[src/rtl/otter_intr_arbiter_if.sv]
// IOBUS register-access bundle between the OTTER_MCU and the interrupt arbiter.
// The CPU drives address/data/strobe; the arbiter returns read data and a hit flag.
interface otter_intr_arbiter_if;
    logic [31:0] iobus_addr;
    logic [31:0] iobus_out;
    logic        iobus_wr;
    logic [31:0] rd_data;
    logic        rd_hit;

    modport master (
        output iobus_addr,
        output iobus_out,
        output iobus_wr,
        input  rd_data,
        input  rd_hit
    );

    modport slave (
        input  iobus_addr,
        input  iobus_out,
        input  iobus_wr,
        output rd_data,
        output rd_hit
    );
endinterface

[src/rtl/otter_intr_arbiter.sv]
// Interrupt arbiter/sequencer sharing the single OTTER_MCU INTR line among N_SRC sources:
// per-source edge capture into PENDING, MASK gating, fixed-width INTR pulse, then hold-off until ACK.
module otter_intr_arbiter #(
    parameter int unsigned N_SRC     = 4,
    parameter logic [31:0] BASE_ADDR = 32'h1100_E000,
    parameter int unsigned INTR_PW   = 3
) (
    input  logic             clk,
    input  logic             reset,
    input  logic [N_SRC-1:0] src_in,
    otter_intr_arbiter_if.slave bus,
    output logic             intr
);
    localparam int unsigned CNT_W     = 4;
    localparam logic [31:0] PEND_ADDR = BASE_ADDR;
    localparam logic [31:0] MASK_ADDR = BASE_ADDR + 32'd4;
    localparam logic [31:0] ACK_ADDR  = BASE_ADDR + 32'd8;

    typedef enum logic [1:0] {IDLE, PULSE, WAIT_ACK} state_t;

    state_t             state_q, state_d;
    logic [CNT_W-1:0]   cnt_q, cnt_d;
    logic [N_SRC-1:0]   pending_q, pending_d;
    logic [N_SRC-1:0]   mask_q, mask_d;
    logic [N_SRC-1:0]   hist_q, hist_d;
    logic               intr_q, intr_d;

    logic [N_SRC-1:0]   rise;
    logic [N_SRC-1:0]   active;
    logic               pend_wr, mask_wr, ack_wr;
    logic [31:0]        claim;
    logic               unused_wdata;

    assign rise    = src_in & ~hist_q;
    assign active  = pending_q & mask_q;
    assign pend_wr = bus.iobus_wr && (bus.iobus_addr == PEND_ADDR);
    assign mask_wr = bus.iobus_wr && (bus.iobus_addr == MASK_ADDR);
    assign ack_wr  = bus.iobus_wr && (bus.iobus_addr == ACK_ADDR);
    assign intr    = intr_q;
    assign unused_wdata = ^bus.iobus_out[31:5];

    // Hist resets to all ones so a source already high at reset does not fire.
    always_ff @(posedge clk) begin
        if (reset) begin
            state_q   <= IDLE;
            cnt_q     <= '0;
            pending_q <= '0;
            mask_q    <= '0;
            hist_q    <= '1;
            intr_q    <= 1'b0;
        end else begin
            state_q   <= state_d;
            cnt_q     <= cnt_d;
            pending_q <= pending_d;
            mask_q    <= mask_d;
            hist_q    <= hist_d;
            intr_q    <= intr_d;
        end
    end

    // Sequencer plus register updates; a new edge wins over a same-cycle clear.
    always_comb begin
        state_d   = state_q;
        cnt_d     = cnt_q;
        pending_d = pending_q;
        mask_d    = mask_q;
        hist_d    = src_in;
        intr_d    = 1'b0;

        case (state_q)
            IDLE: begin
                if (|active) begin
                    state_d = PULSE;
                    cnt_d   = CNT_W'(INTR_PW);
                end
            end
            PULSE: begin
                if (cnt_q == CNT_W'(1)) state_d = WAIT_ACK;
                else                    cnt_d   = cnt_q - CNT_W'(1);
            end
            WAIT_ACK: begin
                if (ack_wr) state_d = IDLE;
            end
            default: state_d = IDLE;
        endcase

        intr_d = (state_d == PULSE);

        for (int i = 0; i < int'(N_SRC); i++) begin
            if (rise[i])                                         pending_d[i] = 1'b1;
            else if (pend_wr && bus.iobus_out[i])                pending_d[i] = 1'b0;
            else if (ack_wr && (bus.iobus_out[4:0] == 5'(i)))    pending_d[i] = 1'b0;
        end

        if (mask_wr) mask_d = bus.iobus_out[N_SRC-1:0];
    end

    // Lowest-index active source wins the claim.
    always_comb begin
        claim = 32'hFFFF_FFFF;
        for (int i = int'(N_SRC) - 1; i >= 0; i--) begin
            if (active[i]) claim = 32'(i);
        end
    end

    // Side-effect-free read mux; zero when not addressed so it can be OR-ed onto IOBUS_IN.
    always_comb begin
        bus.rd_hit  = 1'b0;
        bus.rd_data = 32'd0;
        if (bus.iobus_addr == PEND_ADDR) begin
            bus.rd_hit  = 1'b1;
            bus.rd_data = 32'(pending_q);
        end else if (bus.iobus_addr == MASK_ADDR) begin
            bus.rd_hit  = 1'b1;
            bus.rd_data = 32'(mask_q);
        end else if (bus.iobus_addr == ACK_ADDR) begin
            bus.rd_hit  = 1'b1;
            bus.rd_data = claim;
        end
    end
endmodule

[src/flat_wrapper.sv]
// flat-port wrapper written by rule: the top's interface ports become plain ports
module otter_intr_arbiter_flat 
#(
    parameter int unsigned N_SRC     = 4,
    parameter logic [31:0] BASE_ADDR = 32'h1100_E000,
    parameter int unsigned INTR_PW   = 3
)
  (clk, reset, src_in, intr, bus_iobus_addr, bus_iobus_out, bus_iobus_wr, bus_rd_data, bus_rd_hit);
  otter_intr_arbiter_if bus_i ();
  input  logic clk;
  input  logic reset;
  input  logic [N_SRC-1:0] src_in;
  output logic intr;
  input wire logic [$bits(bus_i.iobus_addr)-1:0] bus_iobus_addr;
  input wire logic [$bits(bus_i.iobus_out)-1:0] bus_iobus_out;
  input wire logic [$bits(bus_i.iobus_wr)-1:0] bus_iobus_wr;
  output wire logic [$bits(bus_i.rd_data)-1:0] bus_rd_data;
  output wire logic [$bits(bus_i.rd_hit)-1:0] bus_rd_hit;
  assign bus_i.iobus_addr = bus_iobus_addr;
  assign bus_i.iobus_out = bus_iobus_out;
  assign bus_i.iobus_wr = bus_iobus_wr;
  assign bus_rd_data = bus_i.rd_data;
  assign bus_rd_hit = bus_i.rd_hit;
  otter_intr_arbiter #(.N_SRC(N_SRC), .BASE_ADDR(BASE_ADDR), .INTR_PW(INTR_PW)) u_core (.clk(clk), .reset(reset), .src_in(src_in), .bus(bus_i), .intr(intr));
endmodule
[config.mk]
export PLATFORM = sky130hd
export DESIGN_NAME = otter_intr_arbiter_flat
export DESIGN_NICKNAME = d
export VERILOG_FILES = /design/src/rtl/otter_intr_arbiter_if.sv /design/src/rtl/otter_intr_arbiter.sv /design/src/flat_wrapper.sv
export SDC_FILE = /design/constraint.sdc
export NUM_CORES = 1
export LEC_CHECK = 0
export BUFFER_PORTS_ARGS = -buffer_cell sky130_fd_sc_hd__buf_2
export CAP_MARGIN = 10
export CORE_MARGIN = 1
export CORE_UTILIZATION = 46
export CTS_BUF_LIST = sky130_fd_sc_hd__clkbuf_4 sky130_fd_sc_hd__clkbuf_8
export CTS_CLUSTER_SIZE = 14
export DETAILED_ROUTE_END_ITERATION = 8
export GPL_ROUTABILITY_DRIVEN = 0
export HOLD_SLACK_MARGIN = 0.03
export PLACE_DENSITY = 0.88
export RECOVER_POWER = 50
export SYNTH_ARGS = -nofsm -noshare
export SYNTH_HDL_FRONTEND = slang
export SYNTH_SLANG_ARGS = --single-unit
[constraint.sdc]
create_clock -name clk -period 6.1 [get_ports clk]
set_input_delay 0.61 -clock clk [delete_from_list [all_inputs] [get_ports clk]]
set_output_delay 0.61 -clock clk [all_outputs]
set_load 0.05 [all_outputs]
After elaboration in Yosys (flattened, before gate mapping)
Index checks and enable logic that the tools add are counted.
{"block": "word_totals", "word_cells": 74, "input_bits": 71, "reg_bits": 19, "out_inout_bits": 34}
{"block": "op_classes", "muxes": 29, "bitwise": 3, "add_sub_neg": 1, "reduce_logical": 20, "eq_ne": 12}
{"op": "$mux 32", "count": 7}
{"op": "$eq 32x29->1 const B", "count": 3}
{"op": "$mux 1", "count": 15}
{"op": "$reduce_bool 3->1", "count": 4}
{"op": "$logic_and 1x1->1", "count": 11}
{"op": "$eq 5x2->1 const B", "count": 2}
{"op": "$and 4x4->4", "count": 2}
{"op": "$mux 4", "count": 2}
{"op": "$pmux 4 s2", "count": 1}
{"op": "$mux 2", "count": 3}
{"op": "$pmux 2 s3", "count": 1}
{"op": "$eq 5x1->1 const B", "count": 1}
{"op": "$logic_not 5->1", "count": 1}
{"op": "$eq 2x1->1 const B", "count": 2}
{"op": "$eq 4x1->1 const B", "count": 1}
{"op": "$not 4->4", "count": 1}
{"op": "$reduce_or 4->1", "count": 1}
{"op": "$sub 4x1->4 const B", "count": 1}
{"op": "$reduce_and 3->1", "count": 1}
{"op": "$eq 2x2->1 const B", "count": 1}
{"op": "$logic_not 2->1", "count": 1}
{"op": "$ne 2x1->1 const B", "count": 1}
{"op": "$ne 2x2->1 const B", "count": 1}
{"op": "$reduce_bool 2->1", "count": 1}

Longest topological paths before layout
Gate-level depths: netlist (run 1).
{"block": "logic_depth", "word_depth": 8, "ltp_mapped": 6, "mapped_depth_nobuf": 5}

Worst setup path before layout (run 1)
No wires, ideal clock.
{"block": "synth_timing", "path_kind": "input to output", "start": "input port bus_iobus_addr[31]", "end": "output port bus_rd_data[10]", "slack_ns": 2.170, "t_arrival_ns": 3.320, "cell_stages": 6, "n_path_buf": 2, "t_required_ns": 5.490, "cell_sequence": "nor4b_4 > nand4_4 > or2_1 > buf_6 > nor3b_2 > buf_4"}
{"block": "synth_via", "elab_chain_len": 4, "word_cells_on_any_way": 6, "cone_classes": "eq/ne: 3; mux: 3"}
{"element": "start, declared", "line_no": "flat_wrapper.sv:14", "text": "input wire logic [$bits(bus_i.iobus_addr)-1:0] bus_iobus_addr;"}
{"element": "$eq 32x29->1", "line_no": "otter_intr_arbiter.sv:116", "text": "end else if (bus.iobus_addr == ACK_ADDR) begin"}
{"element": "$mux 32", "line_no": "otter_intr_arbiter.sv:116"}
{"element": "$mux 32", "line_no": "otter_intr_arbiter.sv:113", "text": "end else if (bus.iobus_addr == MASK_ADDR) begin"}
{"element": "$mux 32 *", "line_no": "otter_intr_arbiter.sv:110", "text": "if (bus.iobus_addr == PEND_ADDR) begin"}
{"element": "end, declared", "line_no": "flat_wrapper.sv:17", "text": "output wire logic [$bits(bus_i.rd_data)-1:0] bus_rd_data;"}
Every way passes the cells marked *; elsewhere a longest branch is shown, timed or not.

Final worst setup path (run 1)
{"block": "layout_timing", "start": "input port bus_iobus_addr[20]", "end": "output port bus_rd_data[17]"}
Same word-level chain as after synthesis.

==> results of run 1 <==
==> routing by layer <==
metal	vias up	global-route usage, %	wire length, um
met5	-	0	0
met4	0	10.2	83
met3	12	3.49	252
met2	76	31.1	1510
met1	633	26.1	1380
li1	679	-	-
==> power breakdown <==
group	leakage [uW]	switching, uW	total, uW	internal [uW]
clock network	0.0000177	42.4	67.0	24.6
logic	0.000578	18.9	39.9	21.0
registers	0.000155	2.29	129	127
total	0.000751	63.6	236	172
==> per-stage QoR <==
step	power, uW	worst slack [ns]	cell area (sq um)
global placement	172	2.60	1720
finish	236	2.33	1690
floorplan	151	2.17	1520
CTS	241	2.53	1750
global route	250	1.92	1690
detailed placement	173	2.53	1720
==> sequential cells by signal (all words and copies together), names as in the netlist <==
register,count
u_core.cnt_q,4
u_core.hist_q,4
u_core.intr,1
u_core.mask_q,4
u_core.pending_q,4
u_core.state_q,2
==> cell type report <==
| cell class | instances | area [sq um] |
|---|---|---|
| Clock buffer | 3 | 22.5 |
| Clock inverter | 1 | 5.00 |
| Fill cell | 301 | 1390 |
| Inverter | 5 | 18.8 |
| Multi-Input combinational cell | 110 | 835 |
| Sequential cell | 19 | 380 |
| Tap cell | 44 | 55.1 |
| Timing Repair Buffer | 77 | 377 |
==> final timing paths <==
| path | startpoint | to | slack [ns] |
|---|---|---|---|
| max | bus_iobus_addr[20] | bus_rd_data[17] | 2.33 |
| min | u_core.hist_q[1]$_SDFF_PP1_ | u_core.pending_q[1]$_SDFFE_PP0P_ | 0.49 |
| max reg2reg | u_core.cnt_q[1]$_SDFFE_PP0P_ | u_core.cnt_q[2]$_SDFFE_PP0P_ | 4.42 |
| min reg2reg | u_core.hist_q[1]$_SDFF_PP1_ | u_core.pending_q[1]$_SDFFE_PP0P_ | 0.49 |
==> cell usage in the layout (no fill, tap or decap), types with 2 or more instances in the layout <==
master      n
nand3_1     2
mux2i_1     7
a211oi_1    3
nand2b_1   12
a31oi_1     3
a22o_1      2
inv_1       5
nor4b_4     3
a22oi_1     2
nor2b_1     4
or3_1       2
nand2_1    10
nor3_1      3
nor4bb_1    2
a2bb2oi_1   2
a21oi_1     7
o31ai_1     5
or2_2       4
buf_2      70
clkbuf_1    7
nor4_1      3
ha_1        2
a41oi_1     3
dfxtp_1    19
o21ai_0     2
nor4_4      2
clkbuf_4    3
nor2_1      9
==> cell families after synthesis <==
| family | share of synthesized area, % |
|---|---|
| buf+inv | 16.7 |
| flops | 25.1 |
| mux | 4.62 |
| compound gates | 16.5 |
| simple gates | 35.4 |
| fa+ha+maj | 1.65 |
==> tightest hold or removal path: stages, from the launching register on <==
cell,delay (ns)
dfxtp_1,0.32
nand2b_1,0.09
a21oi_1,0.05
==> results.py, run 1 <==
metrics = {
    "clock_network": {
        "cts_resized": 0,
        "insertion_delay_ns": 0.32,
        "path_clk_slew_ns": 0.11,
        "ctsHoldBuffers": 0,
        "root_buffer": "clkbuf_4",
        "cts_setup_buffers": 0,
        "cts_tree": "done",
        "cts_buffers": 3,
        "clock-sinks": 19,
        "htreeDepth": 1,
        "clock_path_buffers": 2,
    },
    "job": {
        "max-cap-violations": 0,
    },
    "global_routing": {
        "grt_use_total_pct": 19.9,
        "grt_pass1_wl_um": 5310,
        "grt_pass1_vias": 1224,
        "antenna_found_initial": 0,
        "overflow": 0,
        "grt_max_degree": 29,
    },
    "timing": {
        "post-route-period-util_pct": 61.8,
        "hold-worst-slack_ns": 0.488,
        "rsz0062_at_grt": "false",
        "tightest_slew_ns": 1.01,
        "slew_violations": 0,
        "skew_ns": 0.00706,
        "period_minus_slack_ns": 3.77,
        "slew-limit-headroom_pct": 32.7,
        "setup_viol": 0,
        "hold_viol": 0,
        "fin_setup_tns_ns": 0,
        "fmax_mhz": 265,
    },
    "finish": {
        "diodes": 0,
        "area_delta_synth_final_pct": 11.6,
        "drive_gt1_share_pct": 40.5,
        "fin_cells": 259,
        "final_net_count": 289,
        "fin_util_pct": 55.0,
    },
    "setup_path": {
        "critPathMaxStageDelay_ns": 0.87,
        "critical_path.top_delay_family": "simple AND/OR/NAND/NOR gates",
        "crit_type": "input pin to output port",
        "worstPathCellList": "buf_2 -> nor4_1 -> nand4_1 -> or2_0 -> nor3b_2 -> buf_2",
        "startpoint_type": "input pin",
        "cp_common_cell": "buf_2",
        "crit_arrival_ns": 3.16,
        "required_ns": 5.49,
        "path_depth": 6,
        "reg2reg_depth": 5,
        "crit_buf_inv": 2,
        "slowest_stage": "nor3b_2",
        "critPathCaptureType": "output port",
        "crit_fanout": 28,
    },
    "route": {
        "wl_per_cell_um": 12.5,
        "drc_errors": 0,
        "viasPerCell": 5.41,
        "drt-total-wl_um": 3230,
        "num_vias": 1400,
        "ant_nets": 0,
        "dr.pass1.iters": 4,
        "drtIter0Drc": 54,
    },
    "placed_design": {
        "hpwlAfterDp_um": 2530,
        "portBuffers": 77,
        "place_inst": 255,
    },
    "floorplanning": {
        "die_h_um": 59.4,
        "rows": 20,
        "coreArea_sq_um": 3080,
        "num_io_pins": 105,
        "fp.dieW_um": 59.4,
        "initial_core_util_pct": 49.3,
        "dieArea_sq_um": 3530,
    },
    "synth": {
        "synth_most_common_cell": "buf_4",
        "yosysTopAreaCellShare_pct": 25.1,
        "avgSynthCellArea_sq_um": 9.08,
        "synthArstFlopShare_pct": 0,
        "synth_edf_count": 0,
        "netlist_instances": 167,
        "synth-seq-cells": 19,
        "yosysWarnings": 0,
        "syn_area_sq_um": 1520,
        "synth_common_cells": "27 x buf_4, 19 x dfxtp_1, 12 x nand2b_1",
        "synth_ff_type": "dfxtp_1",
        "synth_area_leaders": "dfxtp_1 25%, buf_4 13%, nand2b_1 5.0%",
        "synth_cell_types": 46,
        "yosysTopAreaCell": "dfxtp_1",
        "yosysSeqAreaShare_pct": 25.1,
        "synth_nets": 240,
    },
    "min_path": {
        "holdCritPathClass": "register to register",
        "min_path_cells": 2,
    },
    "outcome": {
        "status": "completed",
    },
    "power": {
        "pwr_density_cell_nw_per_um2": 139,
        "peakVddDrop_v": 0.000155,
        "leakage_uw": 0.000751,
    },
}
No activity file was read; power rests on OpenSTA's default activity.
==> inputs of run 2 (changes only) <==
--- a/config.mk
+++ b/config.mk
@@ -5,16 +5,17 @@
 export SDC_FILE = /design/constraint.sdc
 export NUM_CORES = 1
 export LEC_CHECK = 0
+export ABC_AREA = 1
 export BUFFER_PORTS_ARGS = -buffer_cell sky130_fd_sc_hd__buf_2
 export CAP_MARGIN = 10
 export CORE_MARGIN = 1
-export CORE_UTILIZATION = 46
+export CORE_UTILIZATION = 42
 export CTS_BUF_LIST = sky130_fd_sc_hd__clkbuf_4 sky130_fd_sc_hd__clkbuf_8
 export CTS_CLUSTER_SIZE = 14
 export DETAILED_ROUTE_END_ITERATION = 8
 export GPL_ROUTABILITY_DRIVEN = 0
 export HOLD_SLACK_MARGIN = 0.03
-export PLACE_DENSITY = 0.88
+export PLACE_DENSITY = 0.82
 export RECOVER_POWER = 50
 export SYNTH_ARGS = -nofsm -noshare
 export SYNTH_HDL_FRONTEND = slang
==> constraint.sdc (replaced) <==
create_clock -name clk -period 3.7 [get_ports clk]
set_input_delay 0.37 -clock clk [delete_from_list [all_inputs] [get_ports clk]]
set_output_delay 0.37 -clock clk [all_outputs]
set_load 0.05 [all_outputs]
==> run 2 against run 1 <==
Sequential power grew 64%. Utilization fell by 1.7 points. Worst setup slack lost 1.4 ns. Flip-flop and latch count unchanged. Worst hold slack got worse by 0.25 ns. Routed wire length shrank 13%. Non-clock buffer count stayed put. Via count is 2.7% higher.
==> results.py, run 2 <==
metrics = {
    "outcome": {
        "status": "completed",
    },
    "route": {
        "wl_per_cell_um": 8.92,
        "drt-total-wl_um": 2790,
        "dr.pass1.iters": 4,
        "drc_errors": 0,
        "ant_nets": 0,
        "num_vias": 1438,
        "drtIter0Drc": 33,
        "viasPerCell": 4.59,
    },
    "timing": {
        "slew_violations": 0,
        "setup_ws_ns": 0.979,
        "fmax_mhz": 368,
        "hold_viol": 0,
        "fin_setup_tns_ns": 0,
        "period_minus_slack_ns": 2.72,
        "setup_viol": 0,
        "rsz0062_at_grt": "false",
        "slew-limit-headroom_pct": 59.2,
        "post-route-period-util_pct": 73.5,
        "skew_ns": 0.00197,
        "tightest_slew_ns": 0.614,
    },
    "setup_path": {
        "startpoint_type": "input pin",
        "crit_arrival_ns": 2.35,
        "critPathCaptureType": "output port",
        "crit_type": "input pin to output port",
        "crit_fanout": 28,
        "rr_startpoint": "u_core.cnt_q[1]$_SDFFE_PP0P_",
        "required_ns": 3.33,
        "startpoint": "bus_iobus_addr[23]",
    },
    "synth": {
        "netlist_instances": 217,
        "avgSynthCellArea_sq_um": 6.68,
        "synth_top_family_by_area": "simple AND/OR/NAND/NOR gates",
        "synth_cell_types": 25,
        "syn_area_sq_um": 1450,
        "yosysSeqAreaShare_pct": 26.2,
        "synth_most_common_cell": "nand2_1",
        "synthMuxAreaShare_pct": 0,
        "synth_xor_area_share_pct": 0,
        "synth_edf_count": 0,
        "synth_area_leaders": "dfxtp_1 26%, buf_4 14%, nand2_1 9.3%",
        "yosysWarnings": 0,
        "yosysTopAreaCell": "dfxtp_1",
        "synthArstFlopShare_pct": 0,
        "synth_ff_type": "dfxtp_1",
        "yosys.area_share.simple_pct": 39.3,
        "synth-seq-cells": 19,
        "synth_nets": 290,
        "synth_fa_ha_area_share_pct": 1.73,
        "yosysTopAreaCellShare_pct": 26.2,
        "synth_compound_area_share_pct": 10.9,
        "synth_common_cells": "36 x nand2_1, 33 x nor2_1, 27 x buf_4",
    },
    "clock_network": {
        "clock_path_buffers": 2,
        "root_buffer": "clkbuf_4",
        "insertion_delay_ns": 0.30,
        "path_clk_slew_ns": 0.10,
        "cts_tree": "done",
        "cts_resized": 0,
        "clock-sinks": 19,
        "ctsHoldBuffers": 0,
        "htreeDepth": 1,
        "cts_buffers": 3,
        "cts_setup_buffers": 0,
    },
    "power": {
        "power.share.clock_pct": 30.0,
        "p_total_uw": 376,
        "switching_share_pct": 24.4,
        "cellInternalPower_uw": 284,
        "peakVddDrop_v": 0.000230,
        "pwr_density_cell_nw_per_um2": 224,
        "p_switching_uw": 91.9,
        "power.share.sequential_pct": 56.3,
        "combPwrFrac_pct": 13.8,
        "leakage_uw": 0.000875,
    },
    "floorplanning": {
        "dieArea_sq_um": 3690,
        "die_h_um": 60.8,
        "coreArea_sq_um": 3150,
        "fp.dieW_um": 60.8,
        "num_io_pins": 105,
        "initial_core_util_pct": 46.0,
        "rows": 20,
    },
    "global_routing": {
        "antenna_found_initial": 0,
        "grt_use_total_pct": 17.0,
        "grt_pass1_vias": 1221,
        "overflow": 0,
        "grt_max_degree": 29,
        "grt_pass1_wl_um": 4860,
    },
    "finish": {
        "drive_gt1_share_pct": 36.8,
        "area_delta_synth_final_pct": 15.8,
        "final_net_count": 343,
        "diodes": 0,
        "fin_util_pct": 53.3,
        "final_cell_mix": "70 x buf_2, 38 x nand2_1, 34 x nor2_1",
        "mostFrequentLayoutCell": "buf_2",
    },
    "job": {
        "max-cap-violations": 0,
    },
    "min_path": {
        "holdCritPathClass": "input pin to register",
        "hp-start": "src_in[2]",
    },
    "placed_design": {
        "portBuffers": 77,
        "hpwlAfterDp_um": 2350,
        "pre_cts_ws_ns": 1.31,
    },
}
==> run 2: cell types whose count changed after synthesis, moves of 6 or more <==
cell | previous run | this run
nand2_1 | 10 | 36
nor2_1 | 9 | 33
inv_1 | 5 | 25
nand3_1 | 2 | 19
nand2b_1 | 12 | 0
mux2i_1 | 7 | 0
o21ai_1 | 0 | 6
==> run 2: power groups by stage <==
stage / Clock, uW / Combinational [uW] / Sequential [uW]
5_1_grt: 122 / 60.2 / 212
4_1_cts: 114 / 52.7 / 211
2_1_floorplan: 0 / 23.2 / 215
3_5_place_dp: 0 / 52.6 / 216
3_3_place_gp: 0 / 50.9 / 216
6_report: 113 / 51.8 / 211
==> run 2: layout make-up <==
| class | count | area [sq um] |
|---|---|---|
| multi-input cells | 141 | 732 |
| inverters | 28 | 105 |
| well taps | 44 | 55.1 |
| clock buffers | 4 | 30.0 |
| repair buffers | 77 | 377 |
| fillers | 330 | 1470 |
| flip-flops and latches | 19 | 380 |
==> run 2: cell families after synthesis <==
logic type,count (synthesis)
flip-flops,19
AO/OA/AOI/OAI,24
buffers and inverters,57
adder cells (fa/ha/maj),2
AND/OR/NAND/NOR,115
==> run 2: worst max-delay path, cell delays in order <==
cell     delay, ns
buf_2         0.10
nor2_1        0.09
nand2_1       0.07
nor2_2        0.15
nand2_4       0.10
nor2_1        0.44
nand2_1       0.22
inv_1         0.44
buf_2         0.36
==> run 2: path summary, 6_finish.rpt <==
kind,cells past startpoint,slack [ns],end
worst min-delay path,3,0.24,u_core.hist_q[2]$_SDFF_PP1_
worst min register to register,2,0.48,u_core.mask_q[3]$_SDFFE_PP0P_
worst max register to register,9,2.27,u_core.cnt_q[1]$_SDFFE_PP0P_
worst max-delay path,9,0.98,bus_rd_data[22]
==> run 2: through the flow <==
stage,hold WS (ns),cells,instance area [sq um]
2_1_floorplan,0.438,217,1450
3_3_place_gp,0.449,309,1680
3_5_place_dp,0.466,309,1680
4_1_cts,0.245,313,1710
5_1_grt,0.246,313,1680
6_report,0.241,313,1680
==> run 2: layer usage <==
| metal | share of wire, % | wire length, um | GRT usage, % |
|---|---|---|---|
| met5 | 0 | 0 | 0 |
| met1 | 45 | 1240 | 20.2 |
| met4 | 1.7 | 48 | 7.79 |
| met3 | 7.6 | 211 | 2.35 |
| met2 | 46 | 1290 | 30.3 |
==> inputs of run 3 (changes only) <==
--- a/config.mk
+++ b/config.mk
@@ -9,13 +9,13 @@
 export BUFFER_PORTS_ARGS = -buffer_cell sky130_fd_sc_hd__buf_2
 export CAP_MARGIN = 10
 export CORE_MARGIN = 1
-export CORE_UTILIZATION = 42
+export CORE_UTILIZATION = 38
 export CTS_BUF_LIST = sky130_fd_sc_hd__clkbuf_4 sky130_fd_sc_hd__clkbuf_8
 export CTS_CLUSTER_SIZE = 14
 export DETAILED_ROUTE_END_ITERATION = 8
 export GPL_ROUTABILITY_DRIVEN = 0
 export HOLD_SLACK_MARGIN = 0.03
-export PLACE_DENSITY = 0.82
+export PLACE_DENSITY = 0.79
 export RECOVER_POWER = 50
 export SYNTH_ARGS = -nofsm -noshare
 export SYNTH_HDL_FRONTEND = slang
==> constraint.sdc (replaced) <==
create_clock -name clk -period 2.34 [get_ports clk]
set_input_delay 0.234 -clock clk [delete_from_list [all_inputs] [get_ports clk]]
set_output_delay 0.234 -clock clk [all_outputs]
set_load 0.05 [all_outputs]
==> run 3 against run 2 <==
Power up 75%. Cell area is 1.8% higher. Combinational power rose by 58%. Routed wire length decreased by 1.0%. Clock power increased by 110%. First-iteration DRC count is 18% higher. Critical path type is now register to output port. Largest power group unchanged. Highest routed layer unchanged.
==> results.py, run 3 (synthesized netlist as in run 2, its figures left out) <==
metrics = {
    "clock_network": {
        "root_buffer": "clkbuf_8",
        "htreeDepth": 1,
        "cts_buffers": 3,
        "clock-sinks": 19,
        "insertion_delay_ns": 0.26,
        "cts_resized": 0,
        "cts_tree": "done",
        "cts_setup_buffers": 0,
        "clock_path_buffers": 2,
        "ctsHoldBuffers": 0,
        "path_clk_slew_ns": 0.07,
    },
    "power": {
        "leakage_uw": 0.000900,
        "peakVddDrop_v": 0.000353,
        "pwr_density_cell_nw_per_um2": 385,
    },
    "timing": {
        "setup_viol": 0,
        "fmax_mhz": 482,
        "rsz0062_at_grt": "false",
        "hold-worst-slack_ns": 0.149,
        "hold_viol": 0,
        "skew_ns": 0.00365,
        "tightest_slew_ns": 0.587,
        "slew_violations": 0,
        "period_minus_slack_ns": 2.08,
        "slew-limit-headroom_pct": 61.0,
        "post-route-period-util_pct": 88.7,
        "fin_setup_tns_ns": 0,
    },
    "placed_design": {
        "portBuffers": 77,
        "hpwlAfterDp_um": 2290,
        "place_inst": 313,
    },
    "setup_path": {
        "critPathCaptureType": "output port",
        "crit_fanout": 28,
        "slowest_stage": "inv_1",
        "rr_startpoint": "u_core.cnt_q[1]$_SDFFE_PP0P_",
        "reg2reg_slack_ns": 0.91,
        "required_ns": 2.11,
        "crit_type": "register to output port",
        "r2r-end": "u_core.cnt_q[3]$_SDFFE_PP0P_",
        "reg2reg_depth": 8,
        "worstPathCellList": "nand2_1 -> nand2_1 -> nor2_2 -> nand2_1 -> inv_1 -> buf_2",
        "critPathMaxStageDelay_ns": 0.40,
        "critical_path.top_delay_family": "buffers and inverters",
        "crit_arrival_ns": 1.84,
        "cp_common_cell": "nand2_1",
        "crit_buf_inv": 2,
        "startpoint_type": "register",
    },
    "global_routing": {
        "use_met1_pct": 17.7,
        "grt_max_degree": 29,
        "grt_use_total_pct": 14.9,
        "grt_util_met3_pct": 1.79,
        "antenna_found_initial": 0,
        "met2_usage_pct": 26.9,
        "grt_pass1_vias": 1275,
        "grt_pass1_wl_um": 4940,
        "overflow": 0,
        "busiest_layer": "met2",
    },
    "route": {
        "ant_nets": 0,
        "drt-total-wl_um": 2760,
        "drc_errors": 0,
        "num_vias": 1412,
        "drtIter0Drc": 39,
        "dr.pass1.iters": 4,
        "viasPerCell": 4.45,
        "wl_per_cell_um": 8.72,
    },
    "finish": {
        "drive_gt1_share_pct": 38.7,
        "seq_area_sq_um": 380,
        "nFillCells": 368,
        "area_delta_synth_final_pct": 17.9,
        "final_cell_mix": "70 x buf_2, 38 x nand2_1, 34 x nor2_1",
        "fin_cells": 317,
        "diodes": 0,
        "final_net_count": 343,
        "mostFrequentLayoutCell": "buf_2",
        "fin_util_pct": 46.7,
        "multiInputGateArea_sq_um": 732,
    },
    "min_path": {
        "min_path_cells": 3,
        "holdCritPathClass": "input pin to register",
        "hp-start": "src_in[1]",
        "whs_endpoint": "u_core.hist_q[1]$_SDFF_PP1_",
    },
    "floorplanning": {
        "die_h_um": 63.8,
        "num_io_pins": 105,
        "rows": 22,
        "coreArea_sq_um": 3660,
        "fp.dieW_um": 63.8,
        "dieArea_sq_um": 4070,
        "initial_core_util_pct": 39.6,
    },
    "job": {
        "max-cap-violations": 0,
    },
    "outcome": {
        "status": "completed",
    },
}
## run 3: worst max path at each step
| stage | start | to | slack [ns] | cells after the start |
|---|---|---|---|---|
| final | u_core.pending_q[1]$_SDFFE_PP0P_ | bus_rd_data[19] | 0.26 | 6 |
| after global routing | bus_iobus_addr[9] | bus_rd_data[19] | 0.02 | 9 |
| after CTS | bus_iobus_addr[11] | bus_rd_data[5] | 0.23 | 9 |
| after detailed placement | bus_iobus_addr[11] | bus_rd_data[5] | 0.23 | 9 |
| after global placement | bus_iobus_addr[11] | bus_rd_data[5] | 0.28 | 9 |
| after floorplan | bus_iobus_addr[11] | bus_rd_data[10] | 0.16 | 8 |
## run 3: cell type report
| cell class | count | area share, % |
|---|---|---|
| timing repair buffer | 77 | 22.4 |
| inverter | 28 | 6.15 |
| tap | 48 | 3.51 |
| clock buffer | 4 | 2.86 |
| multi-input combinational | 141 | 42.8 |
| sequential | 19 | 22.3 |
## run 3: metrics by stage
step | setup WS [ns] | power, uW | area, sq um
3_3_place_gp | 0.279 | 422 | 1680
6_report | 0.264 | 657 | 1710
2_1_floorplan | 0.156 | 377 | 1450
4_1_cts | 0.229 | 660 | 1730
5_1_grt | 0.0150 | 688 | 1710
3_5_place_dp | 0.227 | 424 | 1680
## run 3: power by group
group	switching (uW)	total, uW	internal [uW]
logic	41.2	81.6	40.4
registers	3.73	334	331
clock network	109	242	133
## run 3: worst reg2reg max path: stages (launching register included)
cell and delay, ns:
dfxtp_1 0.30, inv_1 0.11, ha_1 0.16, nand2_1 0.05
nor2_1 0.15, a21oi_1 0.09, nand2_1 0.21, o21ai_0 0.11
nor3b_2 0.15
## run 3: per-layer routing
layer  wire [um]  share of wire, %
met1        1300                47
met2        1270                46
met3         150               5.4
met4          40               1.4
met5           0                 0
